===== config.mk =====
export PLATFORM = sky130hd
export DESIGN_NAME = cpu_trace_emitter
export DESIGN_NICKNAME = d
export VERILOG_FILES = /design/src/rtl/cpu_trace_emitter.sv
export SDC_FILE = /design/constraint.sdc
export NUM_CORES = 1
export LEC_CHECK = 0
export CAP_MARGIN = 20
export CORE_MARGIN = 5
export CORE_UTILIZATION = 50
export DETAILED_ROUTE_END_ITERATION = 8
export GPL_TIMING_DRIVEN = 0
export HOLD_SLACK_MARGIN = 0.08
export PLACE_DENSITY = 0.75
export SLEW_MARGIN = 5
export SYNTH_ARGS = -nofsm -noshare
export SYNTH_HDL_FRONTEND = slang
export SYNTH_SLANG_ARGS = --single-unit

===== constraint.sdc =====
create_clock -name clk -period 10.75 [get_ports clk]
set_input_delay 3.225 -clock clk [delete_from_list [all_inputs] [get_ports clk]]
set_output_delay 3.225 -clock clk [all_outputs]
set_load 0.01 [all_outputs]

===== src/rtl/cpu_trace_emitter.sv =====
// cpu_trace_emitter: turns one retired-write record into its canonical ASCII
// trace line, streamed one character per accepted valid/ready transfer.
module cpu_trace_emitter #(
  parameter int TIME_W = 14,
  parameter int REG_W  = 5
) (
  input  logic              clk,
  input  logic              reset,
  input  logic              in_valid,
  output logic              in_ready,
  input  logic              in_kind,
  input  logic [TIME_W-1:0] in_time,
  input  logic [31:0]       in_pc,
  input  logic [31:0]       in_addr,
  input  logic [31:0]       in_data,
  output logic [7:0]        char,
  output logic              char_valid,
  input  logic              char_ready,
  output logic              frame_done,
  output logic              time_clamped
);

  typedef enum logic {IDLE = 1'b0, SEND = 1'b1} state_t;

  state_t      state_q, state_d;
  logic        kind_q, kind_d;
  logic [15:0] tdig_q, tdig_d;
  logic [2:0]  tlen_q, tlen_d;
  logic [7:0]  rdig_q, rdig_d;
  logic [1:0]  rlen_q, rlen_d;
  logic [31:0] pc_q, pc_d, addr_q, addr_d, data_q, data_d;
  logic [5:0]  pos_q, pos_d;
  logic [7:0]  char_q, char_d;
  logic        char_valid_q, char_valid_d, in_ready_q, in_ready_d;
  logic        frame_done_q, frame_done_d, time_clamped_q, time_clamped_d;

  logic [31:0] time_ext_s;
  logic        clamp_s;
  logic [13:0] time_s;
  logic [3:0]  d3_s, d2_s, d1_s, d0_s, r1_s, r0_s;
  logic [7:0]  reg_s;
  logic [5:0]  tl_s, fl_s, nxt_pos_s, last_pos_s;
  logic [1:0]  tk_s;
  logic        rk_s;
  logic [2:0]  pk_s, ak_s, dk_s;
  logic [7:0]  nxt_char_s;

  function automatic logic [7:0] hex_char(input logic [31:0] v, input logic [2:0] k);
    logic [31:0] sh;
    sh = v << {k, 2'b00};
    if (sh[31:28] < 4'd10) return {4'h3, sh[31:28]};
    else return 8'h57 + {4'h0, sh[31:28]};
  endfunction

  function automatic logic [7:0] dec_char(input logic [15:0] v, input logic [1:0] k);
    logic [15:0] sh;
    sh = v << {k, 2'b00};
    return {4'h3, sh[15:12]};
  endfunction

  // Decimal digits are converted at capture so the first '^' is never delayed.
  always_comb begin
    time_ext_s = 32'(in_time);
    clamp_s    = (time_ext_s > 32'd9999);
    time_s     = clamp_s ? 14'd9999 : time_ext_s[13:0];
    d3_s       = 4'(time_s / 14'd1000);
    d2_s       = 4'((time_s / 14'd100) % 14'd10);
    d1_s       = 4'((time_s / 14'd10) % 14'd10);
    d0_s       = 4'(time_s % 14'd10);
    reg_s      = 8'(in_addr[REG_W-1:0]);
    r1_s       = 4'(reg_s / 8'd10);
    r0_s       = 4'(reg_s % 8'd10);
  end

  // Character at the next frame position; fields shift right by the time length.
  always_comb begin
    tl_s       = {3'd0, tlen_q};
    fl_s       = kind_q ? 6'd8 : {4'd0, rlen_q};
    nxt_pos_s  = pos_q + 6'd1;
    last_pos_s = tl_s + fl_s + 6'd25;
    tk_s       = 2'(nxt_pos_s + 6'd3 - tl_s);
    rk_s       = 1'(nxt_pos_s - tl_s - 6'd11 - {4'd0, rlen_q});
    pk_s       = 3'(nxt_pos_s - tl_s - 6'd2);
    ak_s       = 3'(nxt_pos_s - tl_s - 6'd13);
    dk_s       = 3'(nxt_pos_s - tl_s - fl_s - 6'd17);
    nxt_char_s = 8'h23;
    if (nxt_pos_s <= tl_s) nxt_char_s = dec_char(tdig_q, tk_s);
    else if (nxt_pos_s == tl_s + 6'd1) nxt_char_s = 8'h40;
    else if (nxt_pos_s <= tl_s + 6'd9) nxt_char_s = hex_char(pc_q, pk_s);
    else if (nxt_pos_s == tl_s + 6'd10) nxt_char_s = 8'h3a;
    else if (nxt_pos_s == tl_s + 6'd11) nxt_char_s = 8'h20;
    else if (nxt_pos_s == tl_s + 6'd12) nxt_char_s = kind_q ? 8'h2a : 8'h24;
    else if (nxt_pos_s <= tl_s + 6'd12 + fl_s)
      nxt_char_s = kind_q ? hex_char(addr_q, ak_s) : dec_char({rdig_q, 8'h00}, {1'b0, rk_s});
    else if (nxt_pos_s == tl_s + fl_s + 6'd13) nxt_char_s = 8'h20;
    else if (nxt_pos_s == tl_s + fl_s + 6'd14) nxt_char_s = 8'h3c;
    else if (nxt_pos_s == tl_s + fl_s + 6'd15) nxt_char_s = 8'h3d;
    else if (nxt_pos_s == tl_s + fl_s + 6'd16) nxt_char_s = 8'h20;
    else if (nxt_pos_s <= tl_s + fl_s + 6'd24) nxt_char_s = hex_char(data_q, dk_s);
    else nxt_char_s = 8'h23;
  end

  always_comb begin
    state_d = state_q;   kind_d = kind_q;   tdig_d = tdig_q;   tlen_d = tlen_q;
    rdig_d = rdig_q;     rlen_d = rlen_q;   pc_d = pc_q;       addr_d = addr_q;
    data_d = data_q;     pos_d = pos_q;     char_d = char_q;
    char_valid_d = char_valid_q;  in_ready_d = in_ready_q;
    frame_done_d = 1'b0;          time_clamped_d = 1'b0;
    case (state_q)
      IDLE: begin
        if (in_valid && in_ready_q) begin
          state_d        = SEND;
          in_ready_d     = 1'b0;
          char_valid_d   = 1'b1;
          char_d         = 8'h5e;
          pos_d          = 6'd0;
          kind_d         = in_kind;
          tdig_d         = {d3_s, d2_s, d1_s, d0_s};
          tlen_d         = (time_s >= 14'd1000) ? 3'd4 : (time_s >= 14'd100) ? 3'd3 :
                           (time_s >= 14'd10) ? 3'd2 : 3'd1;
          rdig_d         = {r1_s, r0_s};
          rlen_d         = (reg_s >= 8'd10) ? 2'd2 : 2'd1;
          pc_d           = in_pc;
          addr_d         = in_addr;
          data_d         = in_data;
          time_clamped_d = clamp_s;
        end else begin
          in_ready_d = 1'b1;
        end
      end
      SEND: begin
        if (char_ready && pos_q == last_pos_s) begin
          state_d      = IDLE;
          char_valid_d = 1'b0;
          char_d       = 8'h00;
          in_ready_d   = 1'b1;
          frame_done_d = 1'b1;
        end else if (char_ready) begin
          pos_d  = nxt_pos_s;
          char_d = nxt_char_s;
        end else begin
          pos_d = pos_q;
        end
      end
      default: begin
        state_d      = IDLE;
        char_valid_d = 1'b0;
        char_d       = 8'h00;
        in_ready_d   = 1'b1;
      end
    endcase
  end

  always_ff @(posedge clk or posedge reset) begin
    if (reset) begin
      state_q <= IDLE;   kind_q <= 1'b0;    tdig_q <= 16'h0000; tlen_q <= 3'd1;
      rdig_q <= 8'h00;   rlen_q <= 2'd1;    pc_q <= 32'h0;      addr_q <= 32'h0;
      data_q <= 32'h0;   pos_q <= 6'd0;     char_q <= 8'h00;
      char_valid_q <= 1'b0;  in_ready_q <= 1'b1;
      frame_done_q <= 1'b0;  time_clamped_q <= 1'b0;
    end else begin
      state_q <= state_d;  kind_q <= kind_d;  tdig_q <= tdig_d;  tlen_q <= tlen_d;
      rdig_q <= rdig_d;    rlen_q <= rlen_d;  pc_q <= pc_d;      addr_q <= addr_d;
      data_q <= data_d;    pos_q <= pos_d;    char_q <= char_d;
      char_valid_q <= char_valid_d;  in_ready_q <= in_ready_d;
      frame_done_q <= frame_done_d;  time_clamped_q <= time_clamped_d;
    end
  end

  assign in_ready     = in_ready_q;
  assign char         = char_q;
  assign char_valid   = char_valid_q;
  assign frame_done   = frame_done_q;
  assign time_clamped = time_clamped_q;

endmodule

After elaboration in Yosys (flattened, before gate mapping) --
Index checks and enable logic that the tools add are counted.
Cells by class: $add $sub $neg 26, multiply operators 0, divide/modulo/power cells 8, magnitude comparators 12, eq/ne operators 14, shift operators 5, muxes and demuxes 44, bitwise gates (word level) 1, reductions and logical operators 6
Operators by type and width (count):
- 2-to-1 mux 8 bit | 19
- << shifter 32 x 5 -> 32 bit | 3
- remainder unit 14 x 4 -> 14 bit, second input constant | 3
- equality test 6 bit | 5
- adder 7 x 4 -> 8 bit, first input constant | 3
- adder 3 x 4 -> 5 bit, second input constant | 4
- adder 6 x 4 -> 6 bit, second input constant | 3
- equality test 6 x 5 -> 1 bit | 3
- 2-to-1 mux 6 bit | 3
- case mux 8 bit (2 select lines) | 1
- << shifter 16 x 3 -> 16 bit | 1
- << shifter 16 x 4 -> 16 bit | 1
- divider 14 x 10 -> 14 bit, second input constant | 1
- divider 14 x 4 -> 14 bit, second input constant | 1
- divider 14 x 7 -> 14 bit, second input constant | 1
- >= comparator 14 x 10 -> 1 bit, second input constant | 1
- >= comparator 14 x 4 -> 1 bit, second input constant | 1
- >= comparator 14 x 7 -> 1 bit, second input constant | 1
- greater-than comparator 14 bit, second input constant | 1
- 2-to-1 mux 14 bit | 1
- adder 6 x 5 -> 6 bit, second input constant | 2
- less-or-equal comparator 6 bit | 2
- less-than comparator 4 bit, second input constant | 3
- case mux 6 bit (2 select lines) | 1
- other kinds (31) | 51
Word-level totals: register bits after elaboration 145, latch bits 0, RAM bits 0, ROM bits 0, output and inout port bits 12, memories kept 0

Longest topological paths before layout --
depth in word-level cells 22, depth in mapped cells 29

Worst setup path after synthesis --
No wires, ideal clock.
path type input-to-reg, start in in_time[8], end reg tdig_q[6], arrival time 8.635 ns, data required time 10.674 ns, slack 2.038 ns, cell stages on the path 25, path through buf_2 -> or3b_1 -> a311o_1 -> a32o_2 -> and2_4 -> o311a_4 -> or3_1 -> buf_2 -> nand2_1 -> o22ai_1 -> o21a_2 -> nor2_8 -> xnor2_1 -> inv_1 -> ha_1 -> a31oi_1 -> a311oi_2 -> a211oi_4 -> mux2_4 -> a31oi_4 -> a31o_2 -> a21oi_1 -> ha_1 -> mux2_1 -> o21ai_1
On the way: word-level cells in the longest chain between the ends 4
RTL lines:
- start, declared | RTL line 12 | input logic [TIME_W-1:0] in_time,
- greater-than comparator 14 bit | RTL line 64 | clamp_s = (time_ext_s > 32'd9999);
- 2-to-1 mux 14 bit * | RTL line 65 | time_s = clamp_s ? 14'd9999 : time_ext_s[13:0];
- divider 14 x 4 -> 14 bit * | RTL line 68 | d1_s = 4'((time_s / 14'd10) % 14'd10);
- remainder unit 14 x 4 -> 14 bit * | RTL line 68
- end signal, assigned | RTL line 162 | state_q <= state_d; kind_q <= kind_d; tdig_q <= tdig_d; tlen_q <= tlen_d;
- end, declared | RTL line 27 | logic [15:0] tdig_q, tdig_d;
Mark *: on every way between the ends. The rest lies on a longest branch, timed or not. A chain may end at the register's enable or synchronous reset.

Worst setup path in the final report --
start in in_time[11], end reg tdig_q[7]
Same word-level chain as after synthesis.

==> impl_metrics.csv <==
group,metric,value,unit
final_layout,drive_above_1_share,0.08078,
timing,max_slew.worst_pin.slew,1.114,ns
critical_path,critPathRequiredTime,11.04,ns
timing,fin_tns_setup,0,ns
clocking,cts_max_level,4,
timing,finalSetupViolations,0,
final_layout,syn_to_final_growth,19.25,%
grt,antenna_found_initial,0,
min_path,holdPathStages,2,
final_layout,nNetsFinal,1795,
floorplanning,die_y,163.5,um
routing,first_pass_iters,5,
routing,via_per_inst,5.852,
clocking,insertion_delay,0.44,ns
final_layout,final_cell_mix,"nand2_1 (403), dfrtp_1 (138), clkdlybuf4s50_1 (123), nor2_1 (86), o21ai_0 (79)",
pwr,seq_power_share,0.180,
clocking,clockBufferDepth,2,
pwr,switching_share,0.4802,
critical_path,path_max_fanout,10,
critical_path,cp_slowest_stage_delay,0.58,ns
critical_path,ff2ff_setup_slack,3.20,ns
grt,track_usage,0.2635,
timing,layout_setup_ws,0.8008,ns
floorplanning,coreArea,0.02333,sq mm
critical_path,crit_type,"in -> reg",
pwr,internal_power,2697,uW
timing,clock_skew,0.01762,ns
clocking,cts_tree,"done",
timing,maxSlewViolCount,0,
yosys,synth_warnings,0,
critical_path,critPathSlowestCell,"o21ai_1",
routing,drc,0,
pwr,power_density,369.4,mW/mm^2
timing,rsz0062_at_grt,"no",
timing,min_period_over_period,0.9255,
timing,period_minus_slack,9.949,ns
clocking,clkSinkCount,141,
clocking,postCtsHoldBufs,0,
yosys,syn_inst,1476,
floorplanning,io_pins,127,
min_path,hold_path.class,"reg -> reg",
pwr,total_leakage_power,0.006194,uW
yosys,syn_area,0.01178,sq mm
clocking,cts_setup_buffers,0,
min_path,holdCritStartpoint,"pc_q[8]",
placed_design,dp_slack,0.5708,ns
routing,via_count,11440,
routing,wl_per_cell,18.10,um
timing,slew_headroom,0.2575,
critical_path,r2r_end,"char[2]",
clocking,cts_buffers,17,
clocking,cts_resized,0,
yosys,ys_ff_latch,141,
floorplanning,rows,56,
floorplanning,fp.dieArea,0.02673,sq mm
clocking,cts_root_buf,"clkbuf_16",
pwr,p_sw,2492,uW
placed_design,dpl_cell_area,0.01345,sq mm
status,status,"completed",
yosys,synth_cell_types,104,
pwr,clock_power_share,0.113,
routing,first_iter_violations,1132,
grt,overflow,0,
placed_design,gp_congestion,0.9628,
critical_path,arrival,10.24,ns
critical_path,cp-end-kind,"flip-flop",
pwr,combinationalPowerShare,0.706,
yosys,syn_nets,1650,
floorplanning,die_w,163.5,um
clocking,clk_pin_slew_worst_paths,0.07,ns
yosys,yosys_most_used_dff,"dfrtp_1",
critical_path,rr_worst_depth,22,
routing,ant_nets,0,
grt,grt_pass1_wl,57.01,mm
critical_path,start_kind,"primary input",
placed_design,io_buffer_count,123,
flow_run,drv_cap,0,
routing,postRouteWirelength,35.36,mm
yosys,yosysSeqAreaShare,0.2998,
grt,grt_pass1_vias,11110,
final_layout,layout_commonest_cell,"nand2_1",
timing,fmax,0.1005,GHz
yosys,synthArstFlopShare,1.000,
yosys,syn_avg_cell_area,7.981,sq um
yosys,synth_edf_count,0,
grt,grt_max_degree,76,
placed_design,dp_hpwl,26.76,mm
min_path,min_to,"pc_q[8]",
timing,hold_viol,0,
critical_path,timing.rr.start,"tlen_q[0]",
critical_path,critical_path_buf_inv_count,4,
final_layout,stdcell_area,0.01405,sq mm
floorplanning,initial_utilization,0.5049,
pwr,ir_drop,0.0002314,V
critical_path,crit_family,"compound AO/OA/AOI/OAI gates",
-- tightest hold or removal path, delay by kind of cell, from the launching register on --
family        cells  cell delay, ns
simple gates      2            0.11
flops             1            0.34
-- routing by layer --
layer,global-route usage,part of all wire,up-vias
met5,0,0,-
met3,0.03457,0.050,73
met2,0.4525,0.50,385
met1,0.3430,0.43,5473
met4,0.09226,0.028,0
li1,-,-,5504
-- sequential cells by signal (all words and copies together), names as in the netlist, 3 cells and up --
register	flops
rdig_q	6
pos_q	6
tdig_q	16
data_q	32
char	7
pc_q	32
addr_q	31
tlen_q	3
-- layout make-up --
class	count	area (sq um)
fill	2071	9285
multi-input combinational	1201	7710
sequential	141	3532
timing repair buffer	126	1271
clock buffer	18	439.2
tap	319	399.1
buffer	84	345.3
inverter	50	197.7
clock inverter	14	150.1
antenna	1	2.502
-- synthesized netlist by cell type, types with 7 or more instances --
cell	instances	area, sq um
a21oi_1	55	275.3
ha_1	56	700.7
a32oi_1	7	61.31
and2_1	13	81.33
nand2_1	403	1513
or2_2	11	68.82
dfrtp_1	138	3453
nand3_1	23	115.1
mux4_2	26	585.6
xnor2_1	49	429.2
buf_1	8	30.03
o21ai_1	11	55.05
o211ai_1	16	120.1
nand4_1	17	106.4
nor2b_1	19	118.9
nor4_1	13	81.33
nand2b_1	18	112.6
o31ai_1	8	60.06
a211oi_1	12	90.09
a21o_1	9	67.56
xor2_1	19	166.4
clkbuf_1	60	225.2
o21ai_0	79	395.4
o22ai_1	10	62.56
nor3_1	36	180.2
buf_2	12	60.06
a31oi_1	17	106.4
o2111ai_1	7	61.31
nor2_1	86	322.8
or3_1	7	43.79
inv_1	43	161.4
mux2i_1	25	250.2
-- worst max-delay path by stage --
stage	startpoint	to	cells after the start	slack, ns
finish	in_time[11]	tdig_q[7]	27	0.80
global route	in_time[11]	tdig_q[7]	27	0.22
CTS	in_time[11]	tdig_q[7]	27	0.91
detailed placement	in_time[11]	tdig_q[7]	27	0.57
global placement	in_time[12]	tdig_q[7]	29	0.60
floorplan	in_time[8]	tdig_q[6]	25	2.04
-- per-stage QoR --
stage	hold slack (ns)	utilization	power (uW)	std cells
finish	0.4701	0.6020	5189	1954
global route	0.4909	0.6019	5610	1953
CTS	0.4727	0.6017	5165	1952
detailed placement	0.4569	0.5765	4543	1920
global placement	0.4518	0.5748	4436	1918
floorplan	0.4306	-	3659	1476
-- cell families (layout without fill, tap and decap cells) --
family / Yosys count / after routing / synth area share
flip-flops: 141 / 141 / 0.2998
XOR/XNOR: 70 / 70 / 0.05332
multiplexers: 58 / 58 / 0.07817
AND/OR/NAND/NOR: 685 / 685 / 0.2604
buffers and inverters: 134 / 292 / 0.04567
AO/OA/AOI/OAI: 324 / 324 / 0.1941
other: 1 / 2 / 0.0003183
adder cells (fa/ha/maj): 63 / 63 / 0.06819
-- power groups by stage --
stage          registers, uW  logic (uW)  clock network [uW]
6_report                 936        3660                 588
5_1_grt                  959        4030                 619
4_1_cts                  931        3640                 592
3_5_place_dp             934        3610                   0
3_3_place_gp             925        3510                   0
2_1_floorplan            883        2780                   0
Note: power is estimated with default switching activity, not from simulation.
